$ cat src/rtl/modclk_pkg.sv
// Shared types and constants for the modulation clock reconfiguration path.
package modclk_pkg;

   localparam int FREQ_SEL_W  = 3;
   localparam int PHASE_SEL_W = 5;
   localparam int PATTERN_W   = 32;
   localparam int CNT_W       = 16;

   localparam logic [FREQ_SEL_W-1:0] FREQ_100K = 3'd0;
   localparam logic [FREQ_SEL_W-1:0] FREQ_200K = 3'd1;
   localparam logic [FREQ_SEL_W-1:0] FREQ_500K = 3'd2;
   localparam logic [FREQ_SEL_W-1:0] FREQ_1M   = 3'd3;
   localparam logic [FREQ_SEL_W-1:0] FREQ_2M   = 3'd4;
   localparam logic [FREQ_SEL_W-1:0] FREQ_4M   = 3'd5;

   typedef enum logic [2:0] {
      BOOT,
      IDLE,
      QUIESCE,
      SETTLE,
      WAIT_LOCK,
      RELEASE
   } state_e;

   function automatic int max_int(input int a, input int b);
      return (a > b) ? a : b;
   endfunction

endpackage

$ cat src/rtl/sync_2ff.sv
// Two-flop synchronizer for a single asynchronous level.
module sync_2ff (
   input  logic clk_i,
   input  logic rst_ni,
   input  logic d_i,
   output logic q_o
);

   logic meta_q;
   logic sync_q;

   always_ff @(posedge clk_i or negedge rst_ni) begin
      if (!rst_ni) begin
         meta_q <= 1'b0;
         sync_q <= 1'b0;
      end else begin
         meta_q <= d_i;
         sync_q <= meta_q;
      end
   end

   assign q_o = sync_q;

endmodule

$ cat src/rtl/modclk_reconfig_ctrl.sv
// Modulation clock reconfiguration sequencer.
// Optional serial pattern load enabled by MODCLK_RECONFIG_PATTERN_EN.
module modclk_reconfig_ctrl
   import modclk_pkg::*;
#(
   parameter int SETTLE_CYCLES = 16,
   parameter int LOCK_TIMEOUT  = 65535,
   parameter int FREQ_CODES    = 6
) (
   input  logic                   USER_CLOCK,
   input  logic                   RESET_N,
   input  logic                   CFG_VALID,
   output logic                   CFG_READY,
   input  logic [FREQ_SEL_W-1:0]  CFG_FREQ_SEL,
   input  logic [PHASE_SEL_W-1:0] CFG_PHASE_SEL,
   input  logic                   CLKGEN_LOCKED,
   input  logic                   PERIOD_TICK,
   output logic [FREQ_SEL_W-1:0]  FREQ_SEL,
   output logic [PHASE_SEL_W-1:0] PHASE_SEL,
   output logic                   SR_RESET,
   output logic                   BUSY,
   output logic                   CFG_DONE,
   output logic                   CFG_ERR
`ifdef MODCLK_RECONFIG_PATTERN_EN
   ,
   input  logic [PATTERN_W-1:0]   CFG_PATTERN,
   output logic                   SR_LOAD_DATA,
   output logic                   SR_LOAD_STB
`endif
);

`ifdef MODCLK_RECONFIG_PATTERN_EN
   localparam int SETTLE_LEN = max_int(SETTLE_CYCLES, PATTERN_W);
`else
   localparam int SETTLE_LEN = SETTLE_CYCLES;
`endif
   localparam logic [CNT_W-1:0] SETTLE_LOAD = CNT_W'(SETTLE_LEN - 1);
   localparam logic [CNT_W-1:0] LOCK_LOAD   = CNT_W'(LOCK_TIMEOUT);

   logic lock_s, accept, launch;
   logic bad_code, same_code, same_pat;

   state_e                 state_q, state_d;
   logic [FREQ_SEL_W-1:0]  freq_q, freq_d;
   logic [FREQ_SEL_W-1:0]  req_freq_q, req_freq_d;
   logic [PHASE_SEL_W-1:0] phase_q, phase_d;
   logic [PHASE_SEL_W-1:0] req_phase_q, req_phase_d;
   logic [CNT_W-1:0]       cnt_q, cnt_d;
   logic sr_q, sr_d, busy_q, busy_d;
   logic ready_q, ready_d, done_q, done_d;
   logic err_q, err_d, pend_q, pend_d;

   sync_2ff u_lock_sync (
      .clk_i  (USER_CLOCK),
      .rst_ni (RESET_N),
      .d_i    (CLKGEN_LOCKED),
      .q_o    (lock_s)
   );

   assign accept    = CFG_VALID & ready_q & lock_s;
   assign launch    = (state_q == QUIESCE) & PERIOD_TICK;
   assign bad_code  = int'(req_freq_q) >= FREQ_CODES;
   assign same_code = (req_freq_q == freq_q)
                    & (req_phase_q == phase_q) & same_pat;

   always_comb begin
      state_d     = state_q;
      freq_d      = freq_q;
      phase_d     = phase_q;
      req_freq_d  = req_freq_q;
      req_phase_d = req_phase_q;
      cnt_d       = cnt_q;
      sr_d        = sr_q;
      busy_d      = busy_q;
      ready_d     = ready_q;
      done_d      = 1'b0;
      err_d       = err_q;
      pend_d      = pend_q;
      unique case (state_q)
         BOOT: begin
            sr_d    = 1'b1;
            busy_d  = 1'b1;
            ready_d = 1'b0;
            if (lock_s && PERIOD_TICK) begin
               state_d = IDLE;
               sr_d    = 1'b0;
               busy_d  = 1'b0;
               ready_d = 1'b1;
            end
         end
         IDLE: begin
            if (!lock_s) begin
               state_d = BOOT;
               sr_d    = 1'b1;
               busy_d  = 1'b1;
               ready_d = 1'b0;
               pend_d  = 1'b0;
            end else if (pend_q) begin
               // decide on the captured request one cycle after the transfer
               pend_d = 1'b0;
               if (bad_code) begin
                  err_d   = 1'b1;
                  busy_d  = 1'b0;
                  ready_d = 1'b1;
               end else if (same_code) begin
                  done_d  = 1'b1;
                  busy_d  = 1'b0;
                  ready_d = 1'b1;
               end else begin
                  state_d = QUIESCE;
               end
            end else if (accept) begin
               pend_d      = 1'b1;
               err_d       = 1'b0;
               busy_d      = 1'b1;
               ready_d     = 1'b0;
               req_freq_d  = CFG_FREQ_SEL;
               req_phase_d = CFG_PHASE_SEL;
            end
         end
         QUIESCE: begin
            if (PERIOD_TICK) begin
               state_d = SETTLE;
               sr_d    = 1'b1;
               freq_d  = req_freq_q;
               phase_d = req_phase_q;
               cnt_d   = SETTLE_LOAD;
            end
         end
         SETTLE: begin
            if (cnt_q == '0) begin
               state_d = WAIT_LOCK;
               cnt_d   = LOCK_LOAD;
            end else begin
               cnt_d = cnt_q - 16'd1;
            end
         end
         WAIT_LOCK: begin
            if (lock_s) begin
               state_d = RELEASE;
            end else if (cnt_q == '0) begin
               state_d = BOOT;
               err_d   = 1'b1;
            end else begin
               cnt_d = cnt_q - 16'd1;
            end
         end
         RELEASE: begin
            if (PERIOD_TICK) begin
               state_d = IDLE;
               sr_d    = 1'b0;
               done_d  = 1'b1;
               busy_d  = 1'b0;
               ready_d = 1'b1;
            end
         end
         default: state_d = BOOT;
      endcase
   end

   always_ff @(posedge USER_CLOCK or negedge RESET_N) begin
      if (!RESET_N) begin
         state_q     <= BOOT;
         freq_q      <= FREQ_100K;
         phase_q     <= '0;
         req_freq_q  <= '0;
         req_phase_q <= '0;
         cnt_q       <= '0;
         sr_q        <= 1'b1;
         busy_q      <= 1'b1;
         ready_q     <= 1'b0;
         done_q      <= 1'b0;
         err_q       <= 1'b0;
         pend_q      <= 1'b0;
      end else begin
         state_q     <= state_d;
         freq_q      <= freq_d;
         phase_q     <= phase_d;
         req_freq_q  <= req_freq_d;
         req_phase_q <= req_phase_d;
         cnt_q       <= cnt_d;
         sr_q        <= sr_d;
         busy_q      <= busy_d;
         ready_q     <= ready_d;
         done_q      <= done_d;
         err_q       <= err_d;
         pend_q      <= pend_d;
      end
   end

`ifdef MODCLK_RECONFIG_PATTERN_EN
   logic [PATTERN_W-1:0] req_pat_q, cur_pat_q;
   logic [PATTERN_W-1:0] shreg_q, shreg_d;
   logic [4:0]           bitcnt_q, bitcnt_d;
   logic ld_data_q, ld_data_d, ld_stb_q, ld_stb_d;

   assign same_pat = (req_pat_q == cur_pat_q);

   // first bit leaves on the launch edge, the remaining 31 during SETTLE
   always_comb begin
      shreg_d   = shreg_q;
      bitcnt_d  = bitcnt_q;
      ld_data_d = 1'b0;
      ld_stb_d  = 1'b0;
      if (launch) begin
         ld_data_d = req_pat_q[PATTERN_W-1];
         ld_stb_d  = 1'b1;
         shreg_d   = req_pat_q << 1;
         bitcnt_d  = 5'(PATTERN_W - 1);
      end else if (state_q == SETTLE && bitcnt_q != '0) begin
         ld_data_d = shreg_q[PATTERN_W-1];
         ld_stb_d  = 1'b1;
         shreg_d   = shreg_q << 1;
         bitcnt_d  = bitcnt_q - 5'd1;
      end
   end

   always_ff @(posedge USER_CLOCK or negedge RESET_N) begin
      if (!RESET_N) begin
         req_pat_q <= '0;
         cur_pat_q <= '0;
         shreg_q   <= '0;
         bitcnt_q  <= '0;
         ld_data_q <= 1'b0;
         ld_stb_q  <= 1'b0;
      end else begin
         if (accept) req_pat_q <= CFG_PATTERN;
         if (launch) cur_pat_q <= req_pat_q;
         shreg_q   <= shreg_d;
         bitcnt_q  <= bitcnt_d;
         ld_data_q <= ld_data_d;
         ld_stb_q  <= ld_stb_d;
      end
   end

   assign SR_LOAD_DATA = ld_data_q;
   assign SR_LOAD_STB  = ld_stb_q;
`else
   assign same_pat = 1'b1;
`endif

   assign CFG_READY = ready_q;
   assign FREQ_SEL  = freq_q;
   assign PHASE_SEL = phase_q;
   assign SR_RESET  = sr_q;
   assign BUSY      = busy_q;
   assign CFG_DONE  = done_q;
   assign CFG_ERR   = err_q;

endmodule

$ cat config.mk
export PLATFORM = sky130hd
export DESIGN_NAME = modclk_reconfig_ctrl
export DESIGN_NICKNAME = d
export VERILOG_FILES = /design/src/rtl/modclk_pkg.sv /design/src/rtl/sync_2ff.sv /design/src/rtl/modclk_reconfig_ctrl.sv
export SDC_FILE = /design/constraint.sdc
export NUM_CORES = 1
export LEC_CHECK = 0
export CAP_MARGIN = 40
export CORE_AREA = 2 2 101 64
export DETAILED_ROUTE_END_ITERATION = 10
export DIE_AREA = 0 0 103 66
export SYNTH_ARGS = -nofsm -noshare
export SYNTH_HDL_FRONTEND = slang
export SYNTH_SLANG_ARGS = --single-unit
$ cat constraint.sdc
create_clock -name USER_CLOCK -period 2.38 [get_ports USER_CLOCK]
set_clock_uncertainty 0.2 [all_clocks]
set_input_delay 0.357 -clock USER_CLOCK [delete_from_list [all_inputs] [get_ports USER_CLOCK]]
set_output_delay 0.357 -clock USER_CLOCK [all_outputs]
set_load 0.01 [all_outputs]
==> run_results.csv <==
group,metric,value,unit
clock_network,cts_tree,"built",
pwr,ir_worst_vdd,0.391,mV
timing,slew_viol_final,0,
detailed_routing,viasPerCell,5.27,
finish,finalNetCount,281,
synth,ys_ff_latch,43,
pwr,total_power,2.58,mW
finish,final_cell_area,2890,sq um
pwr,p_seq_share,42.2,%
worst_setup_path,cp.arrival,2240,ps
die,dieArea,6800,sq um
synth,syn_inst,227,
outcome,status,"finished clean",
timing,fmax,455,MHz
pwr,power.density,891,nW/um^2
worst_setup_path,critPathTopFamily,"simple AND/OR/NAND/NOR gates",
worst_setup_path,startpoint_type,"flip-flop",
detailed_routing,remaining_drc_errors,0,
die,core_area,5890,sq um
timing,fin_crit_sh,92.4,%
die,die_w,103,um
timing,slew_headroom,63.5,%
finish,drive_above_1_share,22.4,%
clock_network,cts_made_buffers,5,
synth,synth_area,2330,sq um
pwr,swShare,33.8,%
timing,final_hold_viol_count,0,
timing,worst_pin_slew,548,ps
grt,grt_max_degree,44,
synth,synth.net_count,241,
grt,grt_remaining_overflow,0,
die,num_io_pins,26,
die,start_util,39.5,%
clock_network,cts_max_level,2,
place,placed_area,2760,sq um
detailed_routing,drt_iter0_drc,103,
finish,antenna_cells,0,
finish,area_delta_synth_final,24.2,%
synth,synth_cell_types,58,
grt,grt_pass1_wl,8.90,mm
synth,synth-warning-count,0,
worst_setup_path,slowest_stage,"dfrtp_1",
timing,setup_tns,0,ps
clock_network,cts_root_buf,"clkbuf_8",
place,gp_congestion,0.836,
synth,ys.flop_type,"dfrtp_1",
worst_setup_path,end_kind,"flip-flop",
synth,yosysSeqAreaShare,46.3,%
grt,antenna_found_initial,0,
pwr,pwr-share-comb,34.5,%
worst_setup_path,required,2420,ps
grt,grt_pass1_vias,1727,
detailed_routing,wirelength,5.24,mm
clock_network,clk_pin_slew_worst_paths,90,ps
detailed_routing,dr.pass1.iters,4,
finish,layout.cells.non_filler,352,
flow_run,maxCapViolCount,0,
synth,synth.avg_cell_area,10.3,sq um
clock_network,insertion_delay,310,ps
synth,async_reset_ff_share,100,%
timing,rsz0062_at_grt,"no",
timing,setup_violations,0,
pwr,p_clk_share,23.3,%
die,rows,22,
worst_setup_path,path_max_fanout,5,
pwr,power.leakage,1.24,nW
synth,synth-edff-count,0,
clock_network,clock_path_buffers,2,
worst_setup_path,crit_path_max_incr_delay,400,ps
min_path,hold_path.class,"flip-flop to flip-flop",
place,place_hpwl,3.81,mm
timing,min_period,2200,ps
pwr,intPower,1.71,mW
clock_network,cts.sinks,43,
detailed_routing,wl_per_cell,14.9,um
worst_setup_path,cp_cell_sequence,"inv_1 -> ha_1 -> nor4b_4 -> nand4_2 -> or2_1 -> buf_4 -> a21oi_1 -> o22a_1",
detailed_routing,ant_nets,0,
place,dp.cells,343,
worst_setup_path,crit_buf_inv,2,
pwr,switchingPower,0.872,mW
worst_setup_path,worstSetupPathType,"flip-flop to flip-flop",
grt,grt_util_all_layers,17.2,%
detailed_routing,route.vias.total,1856,
die,die_h,66,um
place,io_buffers,25,
flip-flops by register name, summed over array words and instances, names as in the netlist, 3 cells and up:
signal and flops:
req_phase_q 5, PHASE_SEL 5, FREQ_SEL 3, state_q 3
req_freq_q 3, cnt_q 16
cell usage after synthesis (all sizes together) (2+ instances only):
cell	instances	area [sq um]
a22oi	2	15.0
nor2	19	71.3
and3	2	12.5
nand2b	3	18.8
and2	2	12.5
o32ai	2	17.5
buf	6	38.8
nand2	14	52.6
nor3	3	26.3
dfstp	2	52.6
clkbuf	6	22.5
nand3	4	20.0
or2	3	18.8
dfrtp	41	1030
mux2	17	191
inv	8	30.0
o31ai	4	45.1
o21ai	17	92.6
o22a	7	61.3
nor4	3	33.8
nand4	4	31.3
xnor2	8	70.1
a21o	2	15.0
a31oi	4	25.0
a21oi	20	100
power by group through the flow:
stage          Sequential (mW)  Clock (mW)  Combinational (mW)
3_5_place_dp              1.10           0               0.882
4_1_cts                   1.09       0.613               0.891
2_1_floorplan             1.09           0               0.545
5_1_grt                   1.12       0.639               0.993
3_3_place_gp              1.10           0               0.878
6_report                  1.09       0.601               0.890
metal layers:
metal / GRT usage, % / vias to the layer above / wire length (um)
met5: 0 / - / 0
met1: 29.2 / 886 / 2970
met2: 20.1 / 49 / 1930
li1: - / 913 / -
met3: 4.02 / 8 / 284
met4: 5.43 / 0 / 57
kinds of logic (layout without fill, tap and decap cells):
| logic type | count (synthesis) | after routing | share of synthesized area (%) |
|---|---|---|---|
| AO/OA/AOI/OAI | 69 | 69 | 20.2 |
| AND/OR/NAND/NOR | 68 | 68 | 17.4 |
| flip-flops | 43 | 43 | 46.3 |
| buffers and inverters | 20 | 61 | 3.92 |
| multiplexers | 18 | 18 | 8.65 |
| XOR/XNOR | 8 | 8 | 3.01 |
| adder cells (fa/ha/maj) | 1 | 1 | 0.537 |
area by class of cell:
class,instances,area [sq um]
Clock buffer,5,68.8
Tap cell,84,105
Timing Repair Buffer,45,398
Inverter,8,30.0
Multi-Input combinational cell,164,1170
Clock inverter,3,46.3
Sequential cell,43,1080
Fill cell,570,3000
through the flow:
| step | hold WS [ps] | worst slack (ps) | util, % |
|---|---|---|---|
| 6_report | 156 | 180 | 49.1 |
| 3_3_place_gp | 133 | 166 | 46.9 |
| 2_1_floorplan | -139 | 312 | - |
| 4_1_cts | 157 | 124 | 49.0 |
| 3_5_place_dp | 135 | 155 | 46.9 |
| 5_1_grt | 164 | 14.7 | 49.1 |
what timing repair did:
action,4_1_cts,5_1_grt
endpoints found under the hold margin,41,0
hold buffers,1,0
buffers inserted,0,0
setup endpoints to repair,0,10
gates resized for setup,0,2
placed cells by master, fill, tap and decap left out, types with 3 or more instances in the layout:
cell type	Yosys	layout
clkdlybuf4s50_1	0	24
o31ai_2	3	3
mux2_2	17	17
nand4_1	3	3
xnor2_1	8	8
clkbuf_8	0	5
buf_4	1	19
nand2b_1	3	3
nand2_1	14	14
a21oi_1	20	20
o21ai_0	15	15
a31oi_1	4	4
o22a_1	7	7
dfrtp_1	41	41
nor2_1	19	19
nand3_1	4	4
inv_1	8	8
path summary, 6_finish.rpt:
path / end / cells past startpoint / slack (ps) / from
min: u_lock_sync.q_o / 0 / 160 / u_lock_sync.meta_q
max: cnt_q[13] / 8 / 180 / cnt_q[1]
max reg2reg: cnt_q[13] / 8 / 180 / cnt_q[1]
min in group asynchronous: cnt_q[5] / 3 / 450 / RESET_N
max in group asynchronous: cnt_q[11] / 3 / 1150 / RESET_N
min reg2reg: u_lock_sync.q_o / 0 / 160 / u_lock_sync.meta_q
(Power assumes the default switching activity.)
